## src/rtl/sync_pulse_generator_mc.sv

```systemverilog
// sync_pulse_generator_mc
// Multi-channel sync generator. Emits a repeating cycle of one master pulse
// followed by N_PULSES-1 normal pulses, either self-timed from PERIOD or
// slaved to the rising edges of sync_in. The output fans out to N_CH
// individually enabled channels with selectable polarity. Configuration
// comes through a small Avalon-MM slave. CNT_W must not exceed 32.
module sync_pulse_generator_mc #(
   parameter int N_CH  = 8,
   parameter int CNT_W = 32,
   parameter int IDX_W = 4
) (
   input  logic            clk50_clk,
   input  logic            rst_reset_n,
   input  logic [2:0]      avs_address,
   input  logic            avs_read,
   output logic [31:0]     avs_readdata,
   input  logic            avs_write,
   input  logic [31:0]     avs_writedata,
   input  logic            sync_in,
   output logic            sync_out,
   output logic [N_CH-1:0] sync_ch,
   output logic            irq
);

   localparam logic [2:0] ADDR_CTRL      = 3'd0;
   localparam logic [2:0] ADDR_MASTER_W  = 3'd1;
   localparam logic [2:0] ADDR_PULSE_W   = 3'd2;
   localparam logic [2:0] ADDR_PERIOD    = 3'd3;
   localparam logic [2:0] ADDR_N_PULSES  = 3'd4;
   localparam logic [2:0] ADDR_CH_EN     = 3'd5;
   localparam logic [2:0] ADDR_STATUS    = 3'd6;
   localparam logic [2:0] ADDR_CYCLE_CNT = 3'd7;

   localparam logic [CNT_W-1:0] CNT_ONE = CNT_W'(1);
   localparam logic [CNT_W-1:0] CNT_TWO = CNT_W'(2);
   localparam logic [IDX_W-1:0] IDX_ONE = IDX_W'(1);

   typedef enum logic [1:0] {
      ST_IDLE,
      ST_WAIT_EDGE,
      ST_ACTIVE
   } state_t;

   // Programmed (bus-visible) configuration
   logic             run, ext_mode, invert, irq_en;
   logic [CNT_W-1:0] master_w, pulse_w, period;
   logic [IDX_W-1:0] n_pulses;
   logic [N_CH-1:0]  ch_en;

   // Active copy used by the cycle in progress
   logic [CNT_W-1:0] act_master_w, act_pulse_w, act_period;
   logic [IDX_W-1:0] act_last_idx;
   logic             act_ext;

   // Sequencer state
   state_t           state;
   logic [CNT_W-1:0] cnt;
   logic [IDX_W-1:0] idx;
   logic             pulse;
   logic             run_q;
   logic             cfg_err;
   logic [31:0]      cycle_cnt;

   // External sync synchroniser and edge-detect history
   logic sync_s1, sync_s2, sync_s3;

   // Derived combinational terms
   logic             wr_ctrl, stop_wr, start, edge_det, slot_end;
   logic [IDX_W-1:0] ld_last_idx;
   logic [CNT_W-1:0] cnt_inc, cur_w, step_w, wrap_w, start_w;
   logic [31:0]      status, rd_mux;

   // Pulse width actually used: clamped so each internally timed slot keeps
   // at least one inactive tick; external slots have no period to clamp to.
   function automatic logic [CNT_W-1:0] eff_width(input logic [CNT_W-1:0] w,
                                                  input logic [CNT_W-1:0] per,
                                                  input logic             ext);
      logic [CNT_W-1:0] lim;
      logic [CNT_W-1:0] res;
      lim = per - CNT_ONE;
      res = w;
      if (!ext && (w > lim)) res = lim;
      return res;
   endfunction

   // Decode bus strobes, slot timing and the widths needed for the next tick
   always_comb begin
      // NOTE: every always_comb output gets a default first so no path can infer a latch.
      wr_ctrl     = avs_write && (avs_address == ADDR_CTRL);
      stop_wr     = wr_ctrl && !avs_writedata[0];
      start       = run && !run_q && !stop_wr;
      edge_det    = sync_s2 && !sync_s3;
      ld_last_idx = (n_pulses == '0) ? '0 : (n_pulses - IDX_ONE);
      slot_end    = act_ext ? edge_det : (cnt == (act_period - CNT_ONE));
      cnt_inc     = (&cnt) ? cnt : (cnt + CNT_ONE);
      cur_w       = eff_width((idx == '0) ? act_master_w : act_pulse_w, act_period, act_ext);
      step_w      = eff_width(act_pulse_w, act_period, act_ext);
      wrap_w      = eff_width(master_w, period, act_ext);
      start_w     = eff_width(master_w, period, 1'b0);
   end

   // Two-flop synchroniser on sync_in plus one history flop for edge detection
   always_ff @(posedge clk50_clk or negedge rst_reset_n) begin
      // NOTE: sequential state uses non-blocking assignments so every flop samples pre-edge values.
      if (!rst_reset_n) begin
         sync_s1 <= 1'b0;
         sync_s2 <= 1'b0;
         sync_s3 <= 1'b0;
      end else begin
         sync_s1 <= sync_in;
         sync_s2 <= sync_s1;
         sync_s3 <= sync_s2;
      end
   end

   // Bus writes into the programmed configuration
   always_ff @(posedge clk50_clk or negedge rst_reset_n) begin
      if (!rst_reset_n) begin
         run      <= 1'b0;
         ext_mode <= 1'b0;
         invert   <= 1'b0;
         irq_en   <= 1'b0;
         master_w <= '0;
         pulse_w  <= '0;
         period   <= '0;
         n_pulses <= '0;
         ch_en    <= '0;
      end else if (avs_write) begin
         case (avs_address)
            ADDR_CTRL: begin
               run      <= avs_writedata[0];
               ext_mode <= avs_writedata[1];
               invert   <= avs_writedata[2];
               irq_en   <= avs_writedata[3];
            end
            ADDR_MASTER_W: master_w <= avs_writedata[CNT_W-1:0];
            ADDR_PULSE_W:  pulse_w  <= avs_writedata[CNT_W-1:0];
            ADDR_PERIOD:   period   <= avs_writedata[CNT_W-1:0];
            ADDR_N_PULSES: n_pulses <= avs_writedata[IDX_W-1:0];
            ADDR_CH_EN:    ch_en    <= avs_writedata[N_CH-1:0];
            default: ;
         endcase
      end
   end

   // Sequencer: start/stop, slot counting, index advance, shadow load and irq.
   // A write that clears run freezes the sequencer for its one remaining
   // cycle, so a stop coinciding with a cycle boundary suppresses the load.
   always_ff @(posedge clk50_clk or negedge rst_reset_n) begin
      if (!rst_reset_n) begin
         state        <= ST_IDLE;
         cnt          <= '0;
         idx          <= '0;
         pulse        <= 1'b0;
         irq          <= 1'b0;
         run_q        <= 1'b0;
         cfg_err      <= 1'b0;
         cycle_cnt    <= '0;
         act_master_w <= '0;
         act_pulse_w  <= '0;
         act_period   <= '0;
         act_last_idx <= '0;
         act_ext      <= 1'b0;
      end else begin
         irq   <= 1'b0;
         run_q <= run;
         if (state == ST_IDLE) begin
            pulse <= 1'b0;
            cnt   <= '0;
            idx   <= '0;
            if (start) begin
               cycle_cnt    <= '0;
               act_master_w <= master_w;
               act_pulse_w  <= pulse_w;
               act_period   <= period;
               act_last_idx <= ld_last_idx;
               act_ext      <= ext_mode;
               if (ext_mode) begin
                  cfg_err <= 1'b0;
                  state   <= ST_WAIT_EDGE;
               end else if (period < CNT_TWO) begin
                  cfg_err <= 1'b1;
               end else begin
                  cfg_err <= 1'b0;
                  state   <= ST_ACTIVE;
                  pulse   <= (start_w != '0);
                  irq     <= irq_en;
               end
            end
         end else if (!run) begin
            state <= ST_IDLE;
            pulse <= 1'b0;
            cnt   <= '0;
            idx   <= '0;
         end else if (stop_wr) begin
            state <= state;
         end else if (state == ST_WAIT_EDGE) begin
            if (edge_det) begin
               state <= ST_ACTIVE;
               cnt   <= '0;
               idx   <= '0;
               pulse <= (act_master_w != '0);
               irq   <= irq_en;
            end
         end else if (slot_end) begin
            cnt <= '0;
            if (idx == act_last_idx) begin
               idx          <= '0;
               cycle_cnt    <= cycle_cnt + 32'd1;
               act_master_w <= master_w;
               act_pulse_w  <= pulse_w;
               act_period   <= period;
               act_last_idx <= ld_last_idx;
               if (!act_ext && (period < CNT_TWO)) begin
                  cfg_err <= 1'b1;
                  state   <= ST_IDLE;
                  pulse   <= 1'b0;
               end else begin
                  cfg_err <= 1'b0;
                  pulse   <= (wrap_w != '0);
                  irq     <= irq_en;
               end
            end else begin
               idx   <= idx + IDX_ONE;
               pulse <= (step_w != '0);
            end
         end else begin
            cnt   <= cnt_inc;
            pulse <= (cnt_inc < cur_w);
         end
      end
   end

   // Read multiplexer over the current register values
   always_comb begin
      status             = '0;
      status[0]          = (state != ST_IDLE);
      status[1]          = cfg_err;
      status[8 +: IDX_W] = idx;
      rd_mux             = '0;
      case (avs_address)
         ADDR_CTRL:      rd_mux = {28'd0, irq_en, invert, ext_mode, run};
         ADDR_MASTER_W:  rd_mux = 32'(master_w);
         ADDR_PULSE_W:   rd_mux = 32'(pulse_w);
         ADDR_PERIOD:    rd_mux = 32'(period);
         ADDR_N_PULSES:  rd_mux = 32'(n_pulses);
         ADDR_CH_EN:     rd_mux = 32'(ch_en);
         ADDR_STATUS:    rd_mux = status;
         ADDR_CYCLE_CNT: rd_mux = cycle_cnt;
         default:        rd_mux = '0;
      endcase
   end

   // Registered read data; a same-cycle write is not yet visible here
   always_ff @(posedge clk50_clk or negedge rst_reset_n) begin
      if (!rst_reset_n) begin
         avs_readdata <= '0;
      end else if (avs_read) begin
         avs_readdata <= rd_mux;
      end
   end

   // Polarity and channel enables act immediately on the registered pulse
   assign sync_out = pulse ^ invert;
   assign sync_ch  = {N_CH{sync_out}} & ch_en;

endmodule

```

## config.mk

```make
export PLATFORM = sky130hd
export DESIGN_NAME = sync_pulse_generator_mc
export DESIGN_NICKNAME = d
export VERILOG_FILES = /design/src/rtl/sync_pulse_generator_mc.sv
export SDC_FILE = /design/constraint.sdc
export NUM_CORES = 1
export LEC_CHECK = 0
export CAP_MARGIN = 5
export CORE_ASPECT_RATIO = 1.2
export CORE_MARGIN = 1.5
export CORE_UTILIZATION = 35
export DETAILED_ROUTE_END_ITERATION = 8
export GPL_TIMING_DRIVEN = 0
export RECOVER_POWER = 25
export SLEW_MARGIN = 20
export SYNTH_ARGS = -nofsm -noshare
export SYNTH_HDL_FRONTEND = slang
export SYNTH_SLANG_ARGS = --single-unit
```

## constraint.sdc

```tcl
create_clock -name clk50_clk -period 17 [get_ports clk50_clk]
set_clock_uncertainty 0.05 [all_clocks]
set_input_delay 1.7 -clock clk50_clk [delete_from_list [all_inputs] [get_ports clk50_clk]]
set_output_delay 1.7 -clock clk50_clk [all_outputs]
set_load 0.01 [all_outputs]
```

==> flow_summary.toml <==
[outcome]
status = "finished, violations left"
violations = "max-capacitance violations, max-slew violations"

[clocking]
clkTransAtPathRegs_ns = 0.06
cts_buffer_depth = 3
cts_max_level = 2
ctsResizeCount = 0
clock-sinks = 322
insertion_delay_ns = 0.57
numCtsBuffers = 37
cts_root_buf = "clkbuf_16"
cts_tree = "done"
hold_buffers = 0
cts_setup_buffers = 0

[logic_synthesis]
netlist_area_sq_mm = 0.0214
synth_compound_area_share_pct = 14.3
synth_seq_area_share_pct = 37.7
synth_fa_ha_area_share_pct = 7.60
async_flop_share_pct = 100
yosysTopAreaCell = "dfrtp_1"
synthMuxAreaShare_pct = 15.6
synth-simple-area-share_pct = 16.6
synth_seq_cells = 322
synth_cell_types = 86
synth_top_family_by_area = "simple AND/OR/NAND/NOR gates"
netlist_top_cells_area = "dfrtp_1 (38%), mux2_2 (8.7%), ha_1 (7.6%)"
synth_flop_cell = "dfrtp_1"
avgSynthCellArea_sq_um = 10.1
synth_fp_nets = 2285
synth_top_area_share_pct = 37.7
synth-edff-count = 0
ys_warn_count = 0
syn_inst = 2116
synthXorXnorAreaFrac_pct = 4.44

[run]
cap_violations = 4

[route]
avgRoutedWirePerCell_microns = 25.2
num_vias = 18000
drtAntennaViolNets = 0
drc_errors = 0
drt-initial-drc-count = 1359
via_per_inst = 5.84
dr.pass1.iters = 7
routed_wl_microns = 77600

[setup_path]
crit_path_end = "cycle_cnt[25]$_DFFE_PN0P_"
max_stage_delay_ns = 3.61
path_depth = 2
crit_chain = "clkbuf_1 -> clkbuf_1"
end_kind = "asynchronous set/reset pin"
crit_required_ns = 16.43
slowest_stage = "clkbuf_1"
critPathKind = "input port to asynchronous set/reset pin"
path_max_fanout = 93
startpoint = "rst_reset_n"
cp.buffers_inverters = 2
startpoint_type = "input port"
cp_common_cell = "clkbuf_1"
critPathArrivalTime_ns = 7.88
r2r_end = "pulse$_DFFE_PN0P_"
rr_worst_depth = 27
critPathTopFamily = "buffers and inverters"
r2r-start = "act_period[0]$_DFFE_PN0P_"
r2r_setup_slack_ns = 8.76

[sta]
tightestPinTransition_ns = 4.95
fin_ws_ns = 8.55
hold_viol_final = 0
clock.fmax_mhz = 118
hold_ws_ns = 0.303
slew-limit-headroom_pct = -230
fin_crit_ns = 8.45
setup_viol = 0
grt_setup_unrepaired = "no"
min_period_over_period_pct = 49.7
maxSlewViolCount = 329
totalNegativeSetupSlack_ns = 0

[floorplan]
start_util_pct = 35.3
io_pins = 82
dieWidth_microns = 229
die-area_sq_mm = 0.0626
die_y_microns = 274
core_sq_mm = 0.0606
num_rows = 99

[grt]
track_usage_pct = 24.6
grt_pass1_wl_microns = 116000
globalRouteOverflowTotal = 0
antenna_found_initial = 1
grt_pass1_vias = 18100
grt_start_max_net_pins = 94

[placed_design]
dp_slack_ns = 8.84
hpwl_microns = 61700
gp_congestion = 1.03
port-buffer-count = 80
dp.cells = 3009

[final_layout]
drive_gt1_share_pct = 16.2
fin_nets = 2409
area_growth_pct = 14.8
stdcell_count = 3078

[pwr]
p_leak_uw = 0.0102
p_per_area_mw_per_mm2 = 167
p_total_uw = 4110
ir_drop_mv = 0.0781

[min_path]
worst_hold_path_type = "flop to flop"
hold-path-cell-count = 0
report_power, final:
part	leakage (uW)	total, uW	switching [uW]	internal [uW]
registers	0.00402	1260	293	962
clock network	0.000636	863	356	508
logic	0.00555	1990	1140	850
flip-flops by register name, summed over array words and instances, names as in the netlist, 2 cells and up:
register and cells:
act_last_idx 4, act_master_w 32, act_period 32, act_pulse_w 32
avs_readdata 32, ch_en 8, cnt 32, cycle_cnt 32
idx 4, master_w 32, n_pulses 4, period 32
pulse_w 32, state 2
cell families (layout without fill, tap and decap cells):
kind of cell,after synthesis,in the layout
other,0,1
muxes,269,269
adders and majority gates,130,130
DFF,322,322
buffers and inverters,195,348
xor gates and xnor gates,105,105
AOI/OAI and AO/OA,441,441
and+or+nand+nor,654,654
synth_stat cells (10+ instances only):
cell        n
a211oi_1   15
a21o_1     41
a21oi_1    81
a22o_1     25
a22oi_1    40
a31oi_1    28
and2_1     18
and3_1     28
and4_1     15
buf_1      10
clkbuf_1  100
dfrtp_1   322
ha_1      129
inv_1      66
mux2_2    165
mux2_4     76
mux2i_1    24
nand2_1   128
nand2b_1   14
nand3_1    61
nand4_1    58
nor2_1    123
nor2b_1    18
nor3_1     52
nor4_1     58
o211ai_1   11
o21a_1     11
o21ai_0    90
or3_1      21
or4_1      13
xnor2_1    70
xor2_1     33
layout by cell type, fill, tap and decap left out, types with 8 or more instances in the layout:
master and n:
nand4_1 58, o211ai_1 11, xor2_1 33, o221ai_1 8
xnor2_1 70, mux2i_1 24, nand3_1 61, nor4_1 55
mux2_2 165, o21ai_0 90, a2111oi_0 8, clkbuf_1 108
or4_1 13, a22oi_1 40, and3_1 28, and2_1 18
mux2_4 76, a21oi_1 81, o21a_1 11, a22o_1 25
a221oi_1 8, nand2b_1 14, or3_1 21, nor2_1 123
inv_1 66, a21o_1 41, buf_2 8, and4_1 15
buf_6 10, a31oi_1 28, dfrtp_1 322, clkdlybuf4s50_1 78
clkbuf_16 39, buf_1 10, a211oi_1 15, nor3_1 51
ha_1 129, nand2_1 128, nor2b_1 18
per-stage QoR:
step / util [%] / cell area [sq um]
final: 40.5 / 24500
after global routing: 40.5 / 24500
after CTS: 40.7 / 24600
after detailed placement: 38.5 / 23300
after global placement: 38.3 / 23200
after floorplan: - / 21400
how the worst min path moves through the flow:
stage,startpoint,end,slack (ns)
final,sync_s1$_DFF_PN0_,sync_s2$_DFF_PN0_,0.30
after CTS,sync_s1$_DFF_PN0_,sync_s2$_DFF_PN0_,0.31
after global placement,sync_s1$_DFF_PN0_,sync_s2$_DFF_PN0_,0.28
after global routing,sync_s1$_DFF_PN0_,sync_s2$_DFF_PN0_,0.31
after detailed placement,sync_s1$_DFF_PN0_,sync_s2$_DFF_PN0_,0.29
after floorplan,sync_s1$_DFF_PN0_,sync_s2$_DFF_PN0_,0.28
layer usage:
layer  track usage, %  wire (microns)  up-vias
met5                0               0        -
met4             13.6            4700        0
met3             2.85            3350      193
met2             43.1           38100      589
met1             29.3           31400     9005
li1                 -               -     8197
layout make-up:
type	count	area [sq um]
Timing Repair Buffer	85	825
Clock buffer	48	1060
Multi-Input combinational cell	1599	12500
Buffer	128	559
Inverter	67	251
Antenna cell	1	2.50
Sequential cell	322	8060
Tap cell	808	1010
Fill cell	5865	36000
Clock inverter	20	243
No activity file was read; power rests on OpenSTA's default activity.
